**src/rtl/lock_pkg.sv**
```systemverilog
// Shared types and constants for the digital lock sequencing controller.
package lock_pkg;
  localparam int LOCK_DIGIT_W = 4;
  localparam logic [15:0] LOCK_DEFAULT_CODE = 16'h173D;

  typedef enum logic [1:0] {IDLE, ENTRY, OPEN, LOCKOUT} lock_state_t;
endpackage

```
**src/rtl/lock_seq_ctrl_if.sv**
```systemverilog
// Keypad-side bus of the lock controller; prog_* exists only with LOCK_CODE_PROG_EN.
interface lock_seq_ctrl_if
  import lock_pkg::*;
#(
  parameter int NUM_DIGITS = 4,
  parameter int MAX_TRIES  = 3
);
  localparam int CW = $clog2(NUM_DIGITS + 1);
  localparam int FW = $clog2(MAX_TRIES + 1);

  logic                    digit_valid;
  logic [LOCK_DIGIT_W-1:0] digit;
  logic                    clear;
  logic                    unlock;
  logic                    alarm;
  logic                    err;
  logic                    busy;
  logic [CW-1:0]           entry_cnt;
  logic [FW-1:0]           fail_cnt;
`ifdef LOCK_CODE_PROG_EN
  logic                                 prog_valid;
  logic [LOCK_DIGIT_W*NUM_DIGITS-1:0]   prog_code;

  modport master (output digit_valid, digit, clear, prog_valid, prog_code,
                  input  unlock, alarm, err, busy, entry_cnt, fail_cnt);
  modport slave  (input  digit_valid, digit, clear, prog_valid, prog_code,
                  output unlock, alarm, err, busy, entry_cnt, fail_cnt);
`else
  modport master (output digit_valid, digit, clear,
                  input  unlock, alarm, err, busy, entry_cnt, fail_cnt);
  modport slave  (input  digit_valid, digit, clear,
                  output unlock, alarm, err, busy, entry_cnt, fail_cnt);
`endif
endinterface

```
**src/rtl/lock_digit_cmp.sv**
```systemverilog
// Combinational single-digit comparator.
module lock_digit_cmp
  import lock_pkg::*;
(
  input  logic [LOCK_DIGIT_W-1:0] data1,
  input  logic [LOCK_DIGIT_W-1:0] data2,
  output logic                    equal,
  output logic                    not_equal
);
  assign equal     = (data1 == data2);
  assign not_equal = ~equal;
endmodule

```
**src/rtl/lock_seq_ctrl.sv**
```systemverilog
// Lock sequencing controller: digit entry, unlock/fail decision, timed lockout.
// Optional feature macro: LOCK_CODE_PROG_EN (code reprogramming while OPEN).
module lock_seq_ctrl
  import lock_pkg::*;
#(
  parameter int NUM_DIGITS     = 4,
  parameter int MAX_TRIES      = 3,
  parameter int OPEN_CYCLES    = 16,
  parameter int LOCKOUT_CYCLES = 64,
  parameter logic [LOCK_DIGIT_W*NUM_DIGITS-1:0] DEFAULT_CODE = LOCK_DEFAULT_CODE
) (
  input  logic            clk,
  input  logic            rst,
  lock_seq_ctrl_if.slave  bus
);
  localparam int CW   = $clog2(NUM_DIGITS + 1);
  localparam int FW   = $clog2(MAX_TRIES + 1);
  localparam int TMAX = (OPEN_CYCLES > LOCKOUT_CYCLES) ? OPEN_CYCLES : LOCKOUT_CYCLES;
  localparam int TW   = (TMAX > 1) ? $clog2(TMAX) : 1;

  lock_state_t   state, state_n;
  logic [CW-1:0] entry_cnt, entry_n;
  logic [FW-1:0] fail_cnt, fail_n;
  logic [TW-1:0] timer, timer_n;
  logic          mismatch, mis_n, err_n;
  logic          unlock_q, alarm_q, err_q, busy_q;

  logic [NUM_DIGITS-1:0][LOCK_DIGIT_W-1:0] code;
`ifdef LOCK_CODE_PROG_EN
  always_ff @(posedge clk) begin
    if (rst)                             code <= DEFAULT_CODE;
    else if (state == OPEN && bus.prog_valid) code <= bus.prog_code;
  end
`else
  assign code = DEFAULT_CODE;
`endif

  // One shared comparator; the expected digit is selected by entry position.
  logic [LOCK_DIGIT_W-1:0] exp_digit;
  always_comb begin
    exp_digit = '0;
    for (int i = 0; i < NUM_DIGITS; i++)
      if (entry_cnt == CW'(i)) exp_digit = code[i];
  end

  logic dig_eq, dig_ne;
  lock_digit_cmp u_cmp (.data1(bus.digit), .data2(exp_digit), .equal(dig_eq), .not_equal(dig_ne));

  logic accept, last;
  assign accept = bus.digit_valid && !bus.clear && (state == IDLE || state == ENTRY);
  assign last   = (entry_cnt == CW'(NUM_DIGITS - 1));

  always_comb begin
    state_n = state;
    entry_n = entry_cnt;
    mis_n   = mismatch;
    fail_n  = fail_cnt;
    timer_n = timer;
    err_n   = 1'b0;
    case (state)
      IDLE, ENTRY: begin
        if (bus.clear && state == ENTRY) begin
          state_n = IDLE;
          entry_n = '0;
          mis_n   = 1'b0;
        end else if (accept) begin
          if (last) begin
            entry_n = '0;
            mis_n   = 1'b0;
            if (dig_eq && !mismatch) begin
              state_n = OPEN;
              fail_n  = '0;
              timer_n = TW'(OPEN_CYCLES - 1);
            end else if (fail_cnt == FW'(MAX_TRIES - 1)) begin
              state_n = LOCKOUT;
              fail_n  = FW'(MAX_TRIES);
              timer_n = TW'(LOCKOUT_CYCLES - 1);
            end else begin
              state_n = IDLE;
              fail_n  = fail_cnt + FW'(1);
              err_n   = 1'b1;
            end
          end else begin
            state_n = ENTRY;
            entry_n = entry_cnt + CW'(1);
            mis_n   = mismatch | dig_ne;
          end
        end
      end
      OPEN: begin
        if (timer == '0) state_n = IDLE;
        else             timer_n = timer - TW'(1);
      end
      LOCKOUT: begin
        if (timer == '0) begin
          state_n = IDLE;
          fail_n  = '0;
        end else begin
          timer_n = timer - TW'(1);
        end
      end
      default: state_n = IDLE;
    endcase
  end

  // Outputs are decoded from the next state so they land registered with it.
  always_ff @(posedge clk) begin
    if (rst) begin
      state     <= IDLE;
      entry_cnt <= '0;
      fail_cnt  <= '0;
      timer     <= '0;
      mismatch  <= 1'b0;
      unlock_q  <= 1'b0;
      alarm_q   <= 1'b0;
      err_q     <= 1'b0;
      busy_q    <= 1'b0;
    end else begin
      state     <= state_n;
      entry_cnt <= entry_n;
      fail_cnt  <= fail_n;
      timer     <= timer_n;
      mismatch  <= mis_n;
      unlock_q  <= (state_n == OPEN);
      alarm_q   <= (state_n == LOCKOUT);
      err_q     <= err_n;
      busy_q    <= (state_n == OPEN) || (state_n == LOCKOUT);
    end
  end

  assign bus.unlock    = unlock_q;
  assign bus.alarm     = alarm_q;
  assign bus.err       = err_q;
  assign bus.busy      = busy_q;
  assign bus.entry_cnt = entry_cnt;
  assign bus.fail_cnt  = fail_cnt;
endmodule

```
**src/flat_wrapper.sv**
```systemverilog
// flat-port wrapper written by rule: the top's interface ports become plain ports
module lock_seq_ctrl_flat import lock_pkg::*;
#(
  parameter int NUM_DIGITS     = 4,
  parameter int MAX_TRIES      = 3,
  parameter int OPEN_CYCLES    = 16,
  parameter int LOCKOUT_CYCLES = 64,
  parameter logic [LOCK_DIGIT_W*NUM_DIGITS-1:0] DEFAULT_CODE = LOCK_DEFAULT_CODE
)
  (clk, rst, bus_digit_valid, bus_digit, bus_clear, bus_unlock, bus_alarm, bus_err, bus_busy, bus_entry_cnt, bus_fail_cnt);
  lock_seq_ctrl_if #(.NUM_DIGITS(NUM_DIGITS), .MAX_TRIES(MAX_TRIES)) bus_i ();
  input  logic clk;
  input  logic rst;
  input wire logic [$bits(bus_i.digit_valid)-1:0] bus_digit_valid;
  input wire logic [$bits(bus_i.digit)-1:0] bus_digit;
  input wire logic [$bits(bus_i.clear)-1:0] bus_clear;
  output wire logic [$bits(bus_i.unlock)-1:0] bus_unlock;
  output wire logic [$bits(bus_i.alarm)-1:0] bus_alarm;
  output wire logic [$bits(bus_i.err)-1:0] bus_err;
  output wire logic [$bits(bus_i.busy)-1:0] bus_busy;
  output wire logic [$bits(bus_i.entry_cnt)-1:0] bus_entry_cnt;
  output wire logic [$bits(bus_i.fail_cnt)-1:0] bus_fail_cnt;
  assign bus_i.digit_valid = bus_digit_valid;
  assign bus_i.digit = bus_digit;
  assign bus_i.clear = bus_clear;
  assign bus_unlock = bus_i.unlock;
  assign bus_alarm = bus_i.alarm;
  assign bus_err = bus_i.err;
  assign bus_busy = bus_i.busy;
  assign bus_entry_cnt = bus_i.entry_cnt;
  assign bus_fail_cnt = bus_i.fail_cnt;
  lock_seq_ctrl #(.NUM_DIGITS(NUM_DIGITS), .MAX_TRIES(MAX_TRIES), .OPEN_CYCLES(OPEN_CYCLES), .LOCKOUT_CYCLES(LOCKOUT_CYCLES), .DEFAULT_CODE(DEFAULT_CODE)) u_core (.clk(clk), .rst(rst), .bus(bus_i));
endmodule
```
**config.mk**
```make
export PLATFORM = sky130hd
export DESIGN_NAME = lock_seq_ctrl_flat
export DESIGN_NICKNAME = d
export VERILOG_FILES = /design/src/rtl/lock_pkg.sv /design/src/rtl/lock_seq_ctrl_if.sv /design/src/rtl/lock_digit_cmp.sv /design/src/rtl/lock_seq_ctrl.sv /design/src/flat_wrapper.sv
export SDC_FILE = /design/constraint.sdc
export NUM_CORES = 1
export LEC_CHECK = 0
export BUFFER_PORTS_ARGS = -buffer_cell sky130_fd_sc_hd__buf_2
export CORE_MARGIN = 1
export CORE_UTILIZATION = 50
export DETAILED_ROUTE_END_ITERATION = 10
export GPL_ROUTABILITY_DRIVEN = 0
export PLACE_DENSITY = 0.72
export RECOVER_POWER = 25
export REMOVE_ABC_BUFFERS = 1
export SLEW_MARGIN = 20
export SYNTH_ARGS = -nofsm -noshare
export SYNTH_HDL_FRONTEND = slang
export SYNTH_SLANG_ARGS = --single-unit
export TNS_END_PERCENT = 30
```
**constraint.sdc**
```tcl
create_clock -name clk -period 2.3 [get_ports clk]
set_input_delay 0.23 -clock clk [delete_from_list [all_inputs] [get_ports clk]]
set_output_delay 0.23 -clock clk [all_outputs]
set_load 0.005 [all_outputs]
```
==> results.py <==
metrics = {
    "setup_path": {
        "logic_depth_of_the_worst_path_buffers_included": 7,
        "worstSetupPathType": "flip-flop to flip-flop",
        "worst_path_largest_cell_delay_ps": 410,
        "crit-reg2reg-capture": "u_core.timer[4]$_SDFFE_PP0P_",
        "path_delay_family": "simple AND/OR/NAND/NOR gates",
        "timing.rr.start": "u_core.timer[0]$_SDFFE_PP0P_",
        "largest_fanout_on_the_critical_path": 6,
        "regToRegSetupSlack_ps": 100,
        "timing.critical_path.from_type": "flip-flop",
        "worstSetupStartpoint": "u_core.timer[0]$_SDFFE_PP0P_",
        "critical-path-slowest-cell": "sky130_fd_sc_hd__or3b_4",
        "arrival_ps": 2390,
        "timing.critical_path.buf_inv": 1,
        "crit_chain": "inv_1 -> ha_1 -> or3b_4 -> o31a_4 -> or2_0 -> and2_4 -> a31o_2",
        "cp.required_ps": 2490,
        "ff2ff_path_depth": 7,
        "timing.critical_path.to_type": "flip-flop",
    },
    "pwr": {
        "power_density_nw_per_um2": 496,
        "cell_internal_pwr_uw": 443,
        "peak_supply_drop_mv": 0.468,
        "switching_share_pct": 24.2,
        "power.switching_uw": 142,
        "power.share.clock_pct": 32.9,
        "comb_pwr_share_pct": 12.5,
        "total_power_uw": 585,
        "p_leak_uw": 0.000439,
        "p_seq_share_pct": 54.6,
    },
    "clocking": {
        "clock_sinks": 18,
        "cts.reportedPaths.clkPinSlew_ps": 100,
        "clockBufferDepth": 2,
        "clock_latency_ps": 300,
        "cts_root_buffer": "sky130_fd_sc_hd__clkbuf_4",
        "hold_buffers": 0,
        "cts_inserted_buffers": 3,
        "ctsHtreeMaxLevel": 1,
        "clock_tree_from_tritoncts": "yes",
    },
    "final_layout": {
        "seqCellArea_um2": 363,
        "design.final.nets": 152,
        "final_layout_size_suffix_gt1_share_pct": 24.1,
        "antennaDiodeCount": 0,
        "num-fill-cells": 160,
        "postLayoutCoreUtil_pct": 64.9,
        "multi_input_area_um2": 623,
        "syn2layout_area_growth_pct": 16.3,
        "stdcell_count": 162,
    },
    "status": {
        "outcome": "finished clean",
    },
    "synthesis": {
        "synthCells": 119,
        "synth_seq_area_share_pct": 35.5,
        "netlist_top_cells_area": "sky130_fd_sc_hd__dfxtp_1, sky130_fd_sc_hd__ha_1, sky130_fd_sc_hd__inv_1, sky130_fd_sc_hd__nand2_1, sky130_fd_sc_hd__nor2_1",
        "synth-edff-count": 0,
        "yosysTopAreaCell": "sky130_fd_sc_hd__dfxtp_1",
        "synth_warnings": 0,
        "yosysTopAreaCellShare_pct": 35.5,
        "syn_area_um2": 1020,
        "yosysUniqueCellTypes": 41,
        "synth_flop_cell": "sky130_fd_sc_hd__dfxtp_1",
        "syn-mean-instance-area_um2": 8.54,
        "asyncSetResetFlopFracSynth_pct": 0,
        "ys_ff_latch": 18,
    },
    "hold_path": {
        "hold_path_end": "u_core.state[0]$_SDFF_PP0_",
        "worstHoldPathCells": 3,
        "hold_crit_class": "input port to flip-flop",
        "hold_path.startpoint": "bus_clear",
    },
    "sta": {
        "layout_min_cycle_time_ps": 2200,
        "maxClockFrequency_mhz": 454,
        "worstMarginPinSlew_ps": 554,
        "slew_headroom_pct": 63.1,
        "post-route-worst-setup-slack_ps": 97.5,
        "setup_viol": 0,
        "timing.clock.skew_ps": 9.37,
        "drv_slew": 0,
        "hold_slack_ps": 292,
        "finalHoldViolCount": 0,
        "timing.final.crit_share_pct": 95.8,
    },
    "detailed_routing": {
        "drc_errors": 0,
        "drt_pre_antenna_iters": 4,
        "via_count": 931,
        "wl_mm": 2.11,
        "number_of_vias_per_cell": 5.75,
        "detail_route.wl_per_cell_um": 13.0,
        "detailedRoute.firstIterationViolations": 29,
        "final_antenna_net_count": 0,
    },
    "floorplan": {
        "die_width_um": 47.1,
        "floorplan.rows": 15,
        "floorplan.io_pins": 17,
        "floorplan.core_area_um2": 1820,
        "fp.dieArea_um2": 2220,
        "effective_utilization_at_floorplan_pct": 55.8,
        "dieHeight_um": 47.1,
    },
    "flow_run": {
        "number_of_max_cap_violations": 0,
    },
    "grt": {
        "pin_count_of_the_biggest_net_entering_global_routing": 17,
        "grt_first_pass_wirelength_mm": 3.34,
        "grt_pass1_vias": 790,
        "antenna_found_initial": 0,
        "overflow": 0,
        "grt_util_all_layers_pct": 21.6,
    },
    "placement": {
        "dp_hpwl_mm": 1.55,
        "dp_worst_setup_slack_ps": 27.8,
        "port_buffers": 16,
        "count_of_placed_standard_cells_including_taps": 158,
    },
}
==> per-layer routing <==
metal | up-vias | track usage [%] | part of all wire, %
met5 | - | 0 | 0
met4 | 0 | 8.00 | 0.61
met3 | 2 | 7.31 | 4.2
met2 | 28 | 33.9 | 46
met1 | 432 | 27.7 | 49
li1 | 469 | - | -
==> worst max-delay path by stage <==
stage	to
global route	u_core.bus.unlock$_SDFF_PP0_
detailed placement	u_core.bus.unlock$_SDFF_PP0_
floorplan	u_core.bus.unlock$_SDFF_PP0_
CTS	u_core.bus.unlock$_SDFF_PP0_
finish	u_core.timer[4]$_SDFFE_PP0P_
global placement	u_core.bus.unlock$_SDFF_PP0_
==> synth_stat cells, types with 2 or more instances <==
library cell	number
sky130_fd_sc_hd__ha_1	6
sky130_fd_sc_hd__o22ai_1	2
sky130_fd_sc_hd__nor3_1	2
sky130_fd_sc_hd__a21oi_1	8
sky130_fd_sc_hd__o21ai_0	6
sky130_fd_sc_hd__a311oi_1	2
sky130_fd_sc_hd__a211oi_1	3
sky130_fd_sc_hd__clkbuf_1	3
sky130_fd_sc_hd__a21o_1	2
sky130_fd_sc_hd__nor2b_1	2
sky130_fd_sc_hd__nand2b_1	2
sky130_fd_sc_hd__nor4_1	2
sky130_fd_sc_hd__a31o_2	2
sky130_fd_sc_hd__nor2_1	11
sky130_fd_sc_hd__xor2_1	2
sky130_fd_sc_hd__nand2_1	11
sky130_fd_sc_hd__inv_1	11
sky130_fd_sc_hd__dfxtp_1	18
sky130_fd_sc_hd__a2111o_1	2
==> per-stage QoR <==
step,TNS (ps),instance area [µm²]
after CTS,0,1160
after global routing,-0.828,1180
after floorplan,0,1000
after global placement,0,1130
after detailed placement,0,1130
final,0,1180
==> layout by cell type, fill, tap and decap left out, types with 2 or more instances in the layout <==
master                     synthesis  routed
sky130_fd_sc_hd__xor2_1            2       2
sky130_fd_sc_hd__a311oi_1          2       2
sky130_fd_sc_hd__dfxtp_2           0       2
sky130_fd_sc_hd__nand2b_1          2       2
sky130_fd_sc_hd__nand2_1          11      11
sky130_fd_sc_hd__o21ai_0           6       6
sky130_fd_sc_hd__dfxtp_1          18      16
sky130_fd_sc_hd__ha_1              6       5
sky130_fd_sc_hd__a31o_2            2       2
sky130_fd_sc_hd__nor2b_1           2       2
sky130_fd_sc_hd__nor4_1            2       2
sky130_fd_sc_hd__a211oi_1          3       3
sky130_fd_sc_hd__nor2_1           11      10
sky130_fd_sc_hd__buf_2             1      12
sky130_fd_sc_hd__a2111o_1          2       2
sky130_fd_sc_hd__inv_1            11      10
sky130_fd_sc_hd__o22ai_1           2       2
sky130_fd_sc_hd__clkbuf_4          0       3
sky130_fd_sc_hd__a21o_1            2       2
sky130_fd_sc_hd__nor3_1            2       2
sky130_fd_sc_hd__clkbuf_1          3       5
sky130_fd_sc_hd__a21oi_1           8       8
==> registers in the layout, indices dropped and copies added (netlist names) <==
| name | cells |
|---|---|
| u_core.bus.unlock | 1 |
| u_core.bus.err | 1 |
| u_core.bus.busy | 1 |
| u_core.timer | 6 |
| u_core.bus.alarm | 1 |
| u_core.mismatch | 1 |
| u_core.bus.entry_cnt | 3 |
| u_core.bus.fail_cnt | 2 |
| u_core.state | 2 |
==> worst reg2reg max path: cells and delay by family, from the launching register on <==
family | cells | cell delay, ps
DFF | 1 | 350
buffers and inverters | 1 | 70
AOI/OAI and AO/OA | 2 | 550
and+or+nand+nor | 3 | 980
adders and majority gates | 1 | 160
==> cells by family (layout without fill, tap and decap cells) <==
group	Yosys count	count (layout)	synth area share, %
multiplexers	1	1	0.985
AND/OR/NAND/NOR	40	40	20.9
XOR/XNOR	2	2	1.72
adder cells (fa/ha/maj)	6	6	7.39
AO/OA/AOI/OAI	37	37	27.8
flip-flops	18	18	35.5
buffers and inverters	15	33	5.66
==> final cells by class <==
cell class                      count  share of cell area, %
Tap cell                           25                   2.65
Multi-Input combinational cell     86                   52.8
Sequential cell                    18                   30.7
Timing Repair Buffer               18                   7.31
Clock buffer                        4                   3.07
Inverter                           11                   3.50
==> timing repair <==
item,in CTS,in global routing
setup buffers,0,0
resized for setup,0,7
endpoints found under the setup margin,0,9
==> power by group through the flow <==
stage	sequential [µW]	clock [µW]	combinational (µW)
after floorplan	326	0	41.0
after global placement	326	0	63.3
after detailed placement	326	0	64.8
after CTS	319	197	65.2
after global routing	320	212	79.8
final	320	193	73.2
Note: power is estimated with default switching activity, not from simulation.
